--- src/rtl/lif_pkg.sv ---
// rtl/lif_pkg.sv - state encoding, config codes and saturating add shared by the LIF soma array
package lif_pkg;

   typedef enum logic [1:0] {
      ST_DISABLED   = 2'b00,
      ST_ACTIVE     = 2'b01,
      ST_REFRACTORY = 2'b11
   } lif_state_t;

   localparam logic [1:0] SEL_THRESHOLD  = 2'd0;
   localparam logic [1:0] SEL_REFR_TIME  = 2'd1;
   localparam logic [1:0] SEL_LEAK_SHIFT = 2'd2;
   localparam logic [1:0] SEL_CONTROL    = 2'd3;

   localparam int CTRL_ENABLE_BIT = 0;
   localparam int CTRL_KILL_BIT   = 1;

   // Operands are sign-extended to SAT_W bits so the raw sum can never wrap
   localparam int SAT_W = 64;

   function automatic logic signed [SAT_W-1:0] sat_add(
      input logic signed [SAT_W-1:0] a,
      input logic signed [SAT_W-1:0] b,
      input int unsigned             w
   );
      logic signed [SAT_W-1:0] s;
      logic signed [SAT_W-1:0] hi;
      logic signed [SAT_W-1:0] lo;
      s  = a + b;
      hi = $signed((64'd1 << (w - 1)) - 64'd1);
      lo = ~hi;
      if (s > hi)
         return hi;
      else if (s < lo)
         return lo;
      else
         return s;
   endfunction

endpackage

--- src/rtl/lif_update.sv ---
// rtl/lif_update.sv - combinational per-visit update of one soma: leak, fire, refractory countdown
module lif_update
   import lif_pkg::*;
#(
   parameter int V_W = 16,
   parameter int R_W = 8
) (
   input  logic signed [V_W-1:0] i_v,
   input  logic signed [V_W-1:0] i_threshold,
   input  logic [3:0]            i_leak_shift,
   input  logic [R_W-1:0]        i_refr_time,
   input  logic [1:0]            i_state,
   input  logic [R_W-1:0]        i_refr_cnt,
   output logic signed [V_W-1:0] o_v,
   output logic [1:0]            o_state,
   output logic [R_W-1:0]        o_refr_cnt,
   output logic                  o_fire
);

   // A zero shift subtracts v from itself, i.e. a full leak
   logic signed [V_W-1:0] w_vl;
   assign w_vl = i_v - (i_v >>> i_leak_shift);

   always_comb begin
      o_v        = i_v;
      o_state    = i_state;
      o_refr_cnt = i_refr_cnt;
      o_fire     = 1'b0;
      case (i_state)
         ST_ACTIVE: begin
            if (w_vl >= i_threshold) begin
               o_v        = '0;
               o_state    = ST_REFRACTORY;
               o_refr_cnt = (i_refr_time == '0) ? R_W'(1) : i_refr_time;
               o_fire     = 1'b1;
            end else begin
               o_v = w_vl;
            end
         end
         ST_REFRACTORY: begin
            if (i_refr_cnt <= R_W'(1)) begin
               o_refr_cnt = '0;
               o_state    = ST_ACTIVE;
            end else begin
               o_refr_cnt = i_refr_cnt - R_W'(1);
            end
         end
         default: ;
      endcase
   end

endmodule

--- src/rtl/lif_soma_array.sv ---
// rtl/lif_soma_array.sv - time-multiplexed array of LIF somas; per-neuron register file,
// weight accumulation, one-neuron-per-clock sweep on tick and spike output register
module lif_soma_array
   import lif_pkg::*;
#(
   parameter int N_NEURON = 4,
   parameter int V_W      = 16,
   parameter int W_W      = 16,
   parameter int R_W      = 8,
   parameter int ID_W     = $clog2(N_NEURON)
) (
   input  logic            clk,
   input  logic            rst,
   input  logic            cfg_we,
   input  logic [ID_W-1:0] cfg_id,
   input  logic [1:0]      cfg_sel,
   input  logic [V_W-1:0]  cfg_data,
   input  logic            syn_valid,
   output logic            syn_ready,
   input  logic [ID_W-1:0] syn_id,
   input  logic [W_W-1:0]  syn_weight,
   input  logic            tick,
   output logic            busy,
   output logic            spike_valid,
   output logic [ID_W-1:0] spike_id,
   output logic            overrun
);

   localparam logic signed [V_W-1:0] TH_RESET = {1'b0, {(V_W-1){1'b1}}};

   logic signed [V_W-1:0] r_v         [N_NEURON];
   logic signed [V_W-1:0] r_th        [N_NEURON];
   logic [R_W-1:0]        r_refr_time [N_NEURON];
   logic [3:0]            r_leak      [N_NEURON];
   logic [1:0]            r_state     [N_NEURON];
   logic [R_W-1:0]        r_cnt       [N_NEURON];

   logic            r_busy;
   logic [ID_W-1:0] r_idx;
   logic            r_spike_valid;
   logic [ID_W-1:0] r_spike_id;
   logic            r_overrun;

   logic signed [V_W-1:0] w_v_nxt;
   logic [1:0]            w_state_nxt;
   logic [R_W-1:0]        w_cnt_nxt;
   logic                  w_fire;
   logic                  w_cfg_kill;
   logic                  w_kill_visit;
   logic                  w_syn_fire;
   logic signed [V_W-1:0] w_acc;

   lif_update #(
      .V_W (V_W),
      .R_W (R_W)
   ) u_update (
      .i_v          (r_v[r_idx]),
      .i_threshold  (r_th[r_idx]),
      .i_leak_shift (r_leak[r_idx]),
      .i_refr_time  (r_refr_time[r_idx]),
      .i_state      (r_state[r_idx]),
      .i_refr_cnt   (r_cnt[r_idx]),
      .o_v          (w_v_nxt),
      .o_state      (w_state_nxt),
      .o_refr_cnt   (w_cnt_nxt),
      .o_fire       (w_fire)
   );

   assign w_cfg_kill   = cfg_data[CTRL_KILL_BIT] | ~cfg_data[CTRL_ENABLE_BIT];
   // A kill landing on the neuron being visited must also swallow its spike
   assign w_kill_visit = r_busy && cfg_we && (cfg_sel == SEL_CONTROL) && w_cfg_kill && (cfg_id == r_idx);
   assign w_syn_fire   = syn_valid && !r_busy;
   assign w_acc        = V_W'(sat_add(SAT_W'(r_v[syn_id]), SAT_W'($signed(syn_weight)), V_W));

   always_ff @(posedge clk or negedge rst) begin
      if (!rst) begin
         for (int i = 0; i < N_NEURON; i++) begin
            r_v[i]         <= '0;
            r_th[i]        <= TH_RESET;
            r_refr_time[i] <= '0;
            r_leak[i]      <= '0;
            r_state[i]     <= ST_DISABLED;
            r_cnt[i]       <= '0;
         end
         r_busy        <= 1'b0;
         r_idx         <= '0;
         r_spike_valid <= 1'b0;
         r_spike_id    <= '0;
         r_overrun     <= 1'b0;
      end else begin
         r_spike_valid <= 1'b0;
         if (tick) begin
            if (r_busy) begin
               r_overrun <= 1'b1;
            end else begin
               r_busy <= 1'b1;
               r_idx  <= '0;
            end
         end
         if (r_busy) begin
            r_v[r_idx]     <= w_v_nxt;
            r_state[r_idx] <= w_state_nxt;
            r_cnt[r_idx]   <= w_cnt_nxt;
            if (w_fire && !w_kill_visit) begin
               r_spike_valid <= 1'b1;
               r_spike_id    <= r_idx;
            end
            if (r_idx == ID_W'(N_NEURON - 1))
               r_busy <= 1'b0;
            else
               r_idx <= r_idx + ID_W'(1);
         end
         if (w_syn_fire && (r_state[syn_id] == ST_ACTIVE))
            r_v[syn_id] <= w_acc;
         // Config writes come last so they override a same-cycle visit result
         if (cfg_we) begin
            case (cfg_sel)
               SEL_THRESHOLD:  r_th[cfg_id]        <= $signed(cfg_data);
               SEL_REFR_TIME:  r_refr_time[cfg_id] <= cfg_data[R_W-1:0];
               SEL_LEAK_SHIFT: r_leak[cfg_id]      <= cfg_data[3:0];
               default: begin
                  if (w_cfg_kill) begin
                     r_state[cfg_id] <= ST_DISABLED;
                     r_v[cfg_id]     <= '0;
                     r_cnt[cfg_id]   <= '0;
                  end else if (r_state[cfg_id] == ST_DISABLED) begin
                     r_state[cfg_id] <= ST_ACTIVE;
                  end
               end
            endcase
         end
      end
   end

   assign syn_ready   = !r_busy;
   assign busy        = r_busy;
   assign spike_valid = r_spike_valid;
   assign spike_id    = r_spike_id;
   assign overrun     = r_overrun;

endmodule

--- config.mk ---
export PLATFORM = sky130hd
export DESIGN_NAME = lif_soma_array
export DESIGN_NICKNAME = d
export VERILOG_FILES = /design/src/rtl/lif_pkg.sv /design/src/rtl/lif_update.sv /design/src/rtl/lif_soma_array.sv
export SDC_FILE = /design/constraint.sdc
export NUM_CORES = 1
export LEC_CHECK = 0
export BUFFER_PORTS_ARGS = -buffer_cell sky130_fd_sc_hd__buf_2
export CORE_UTILIZATION = 40
export CTS_CLUSTER_SIZE = 10
export DETAILED_ROUTE_END_ITERATION = 7
export GPL_TIMING_DRIVEN = 0
export MAX_ROUTING_LAYER = met4
export SLEW_MARGIN = 5
export SYNTH_ARGS = -nofsm -noshare
export SYNTH_HDL_FRONTEND = slang
export SYNTH_SLANG_ARGS = --single-unit
--- constraint.sdc ---
create_clock -name clk -period 15.1 [get_ports clk]
set_input_delay 4.53 -clock clk [delete_from_list [all_inputs] [get_ports clk]]
set_output_delay 4.53 -clock clk [all_outputs]
set_load 0.05 [all_outputs]
==> impl_metrics.env <==
export IMPL_period_share_pct=61.65
export IMPL_grt_max_degree=108
export IMPL_grt_pass1_vias=11230
export IMPL_maxSlewHeadroom_pct=31.21
export IMPL_syn_inst=1325
export IMPL_worstPathArrival_ns=9.70
export IMPL_drt_antenna_violating_nets=0
export IMPL_crit_fanout=10
export IMPL_dieArea_um2=36270
export IMPL_worstHoldPathCells=2
export IMPL_area_growth_pct=11.84
export IMPL_maxCapViolations=0
export IMPL_yosysWarnings=0
export IMPL_hold_buffers=0
export IMPL_worstMarginPinSlew_ns=1.032
export IMPL_clk_insertion_delay_late_ns=0.56
export IMPL_rows=68
export IMPL_outcome="finished clean"
export IMPL_nets=1500
export IMPL_drive_gt1_share_pct=26.49
export IMPL_async_flop_share_pct=100.0
export IMPL_place_congestion=0.9166
export IMPL_rsz0062_at_grt="no"
export IMPL_min_to="r_th[17]$_DFFE_PN1P_"
export IMPL_worstPathRequired_ns=15.49
export IMPL_cts_setup_buffers=0
export IMPL_initial_core_util_pct=40.92
export IMPL_clock_sinks=223
export IMPL_r2r_slack_ns=7.06
export IMPL_io_pins=49
export IMPL_r2r_end="r_v[63]$_DFF_PN0_"
export IMPL_yosysSeqAreaShare_pct=39.82
export IMPL_io_buffers=46
export IMPL_timing_rr_start="r_idx[1]$_DFF_PN0_"
export IMPL_path_class="primary input to flip-flop"
export IMPL_synth_edf_count=0
export IMPL_drc=0
export IMPL_design_area_um2=15890
export IMPL_cp_end_kind="flip-flop"
export IMPL_finalMaxSlewViolations=0
export IMPL_fmax_mhz=107.4
export IMPL_min_period_ns=9.309
export IMPL_fin_ws_ns=5.791
export IMPL_setup_viol=0
export IMPL_clk_pin_slew_worst_paths_ns=0.06
export IMPL_yosys_most_used_dff="dfrtp_1"
export IMPL_synth_fp_nets=1423
export IMPL_grt_overflow=0
export IMPL_firstDrtPassIters=5
export IMPL_synth_cell_types=75
export IMPL_r2r_cells=26
export IMPL_instances_no_fill=1879
export IMPL_cts_buffers=27
export IMPL_clockBufferDepth=3
export IMPL_num_vias=11430
export IMPL_via_per_inst=6.082
export IMPL_drt_total_wl_mm=43.54
export IMPL_cp_start_kind="primary input"
export IMPL_hpwl_mm=31.66
export IMPL_ys_ff_latch=223
export IMPL_tns_ns=0
export IMPL_chipHeight_um=190.4
export IMPL_dp_slack_ns=5.254
export IMPL_placed_area_um2=15070
export IMPL_min_path_type="flip-flop to flip-flop"
export IMPL_hp_start="r_th[17]$_DFFE_PN1P_"
export IMPL_antenna_found_initial=1
export IMPL_hold_viol_final=0
export IMPL_dp_cells=1828
export IMPL_post_drt_wl_per_cell_um=23.17
export IMPL_gr_usage_all_layers_pct=25.10
export IMPL_cts_max_level=1
export IMPL_cts_repair_resized=0
export IMPL_coreArea_um2=34710
export IMPL_syn_area_per_cell_um2=10.72
export IMPL_grt_pass1_wl_mm=67.67
export IMPL_clock_skew_ns=0.01436
export IMPL_clockRootBuffer="clkbuf_16"
export IMPL_die_w_um=190.4
export IMPL_netlist_area_um2=14200
export IMPL_cts_tree="done"
export IMPL_drtIter0Drc=984
-- final cells by class --
type / count / area [um^2]
diodes: 1 / 2.502
clock buffers: 47 / 782.0
repair buffers: 48 / 295.3
inverters: 41 / 153.9
multi-input cells: 975 / 8018
clock inverters: 3 / 32.53
flip-flops and latches: 223 / 5655
plain buffers: 86 / 376.6
well taps: 455 / 569.3
fillers: 3281 / 18830
-- cells in the mapped netlist, drive strengths merged (3+ instances only) --
cell type | count | area (um^2)
mux2i | 32 | 327.8
o21a | 9 | 67.56
o211ai | 8 | 60.06
o21ai | 95 | 479.2
mux2 | 115 | 1295
xor2 | 9 | 78.83
mux4 | 70 | 1610
a211oi | 14 | 115.1
dfstp | 60 | 1577
o31ai | 11 | 97.60
o32ai | 58 | 508.0
a21oi | 87 | 480.5
nand2 | 78 | 292.8
or2 | 7 | 43.79
ha | 53 | 663.1
nand3 | 15 | 80.08
dfrtp | 163 | 4079
a31o | 3 | 26.28
nor3 | 10 | 55.05
a21o | 12 | 90.09
nor2 | 157 | 589.3
clkbuf | 60 | 225.2
a211o | 7 | 61.31
nand4 | 4 | 25.02
nor2b | 13 | 81.33
buf | 26 | 151.4
nand2b | 12 | 75.07
or3 | 6 | 37.54
a221oi | 6 | 58.80
maj3 | 4 | 40.04
and3 | 6 | 37.54
inv | 41 | 153.9
xnor2 | 15 | 131.4
nor3b | 3 | 22.52
and2 | 8 | 55.06
a31oi | 13 | 87.58
a222oi | 4 | 40.04
o22ai | 4 | 25.02
a2111oi | 4 | 41.29
-- registers in the layout, summed over array words and instances (netlist names) --
register     count
r_v             64
overrun          1
r_th            64
r_leak          16
spike_id         2
r_state          8
spike_valid      1
r_idx            2
r_cnt           32
busy             1
r_refr_time     32
-- metrics by stage --
stage | hold WS, ns | utilization (%)
global route | 0.4939 | 45.76
floorplan | 0.4453 | -
global placement | 0.4602 | 43.22
detailed placement | 0.4688 | 43.41
CTS | 0.4801 | 45.75
finish | 0.4783 | 45.76
-- critical path, cell delays in order --
cell,delay [ns]
buf_2,0.13
clkbuf_1,0.64
buf_1,0.84
mux4_2,0.65
ha_1,0.28
clkbuf_1,0.18
a211oi_1,0.32
o21ba_2,0.19
o21ai_1,0.09
a221o_1,0.44
a41oi_2,0.30
a41oi_1,0.28
buf_2,0.32
a21oi_2,0.35
o32ai_1,0.13
-- per-layer routing --
layer / track usage (%) / vias up / wire (um)
met5: - / - / 0
met4: 7.046 / 0 / 1285
met3: 2.981 / 81 / 2856
met2: 39.44 / 472 / 20570
met1: 34.20 / 5722 / 18820
li1: - / 5153 / -
-- how the worst max path moves through the flow --
stage	start	endpoint	slack [ns]	cells after the start
after global placement	syn_id[0]	r_v[25]$_DFF_PN0_	5.28	15
after global routing	syn_id[0]	r_v[9]$_DFF_PN0_	5.50	15
after CTS	syn_id[0]	r_v[40]$_DFF_PN0_	5.81	15
after detailed placement	syn_id[0]	r_v[25]$_DFF_PN0_	5.25	15
after floorplan	syn_id[0]	r_v[50]$_DFF_PN0_	6.60	14
final	syn_id[0]	r_v[25]$_DFF_PN0_	5.79	15
-- layout by cell type (no fill, tap or decap), types with 8 or more instances in the layout --
cell type / netlist / final
o211ai_1: 8 / 8
xnor2_1: 15 / 15
nor3_1: 9 / 9
a31oi_1: 12 / 12
nor2_1: 157 / 157
mux2_2: 115 / 115
a21oi_1: 75 / 75
clkbuf_16: 0 / 28
dfrtp_1: 163 / 163
mux4_1: 9 / 9
xor2_1: 9 / 9
o21ai_0: 87 / 87
mux4_2: 61 / 61
a21oi_2: 12 / 12
buf_2: 15 / 60
nand2b_1: 12 / 12
a211oi_1: 12 / 12
nor2b_1: 13 / 13
o31ai_1: 8 / 8
clkbuf_1: 60 / 78
o21a_1: 9 / 9
dfstp_2: 60 / 60
inv_1: 41 / 41
mux2i_1: 30 / 30
nand2_1: 78 / 78
ha_1: 53 / 53
nand3_1: 14 / 14
o32ai_1: 58 / 58
a21o_1: 12 / 12
-- logic make-up after synthesis --
family | after synthesis | synth area share, %
DFF | 223 | 39.82
buffers and inverters | 127 | 3.735
and+or+nand+nor | 327 | 10.27
AOI/OAI and AO/OA | 348 | 16.70
muxes | 217 | 22.76
adders and majority gates | 59 | 5.233
xor gates and xnor gates | 24 | 1.480
Power is left out: the tool's default activity adds up to more than one toggle a clock period on the data nets, which glitch-free logic cannot reach.
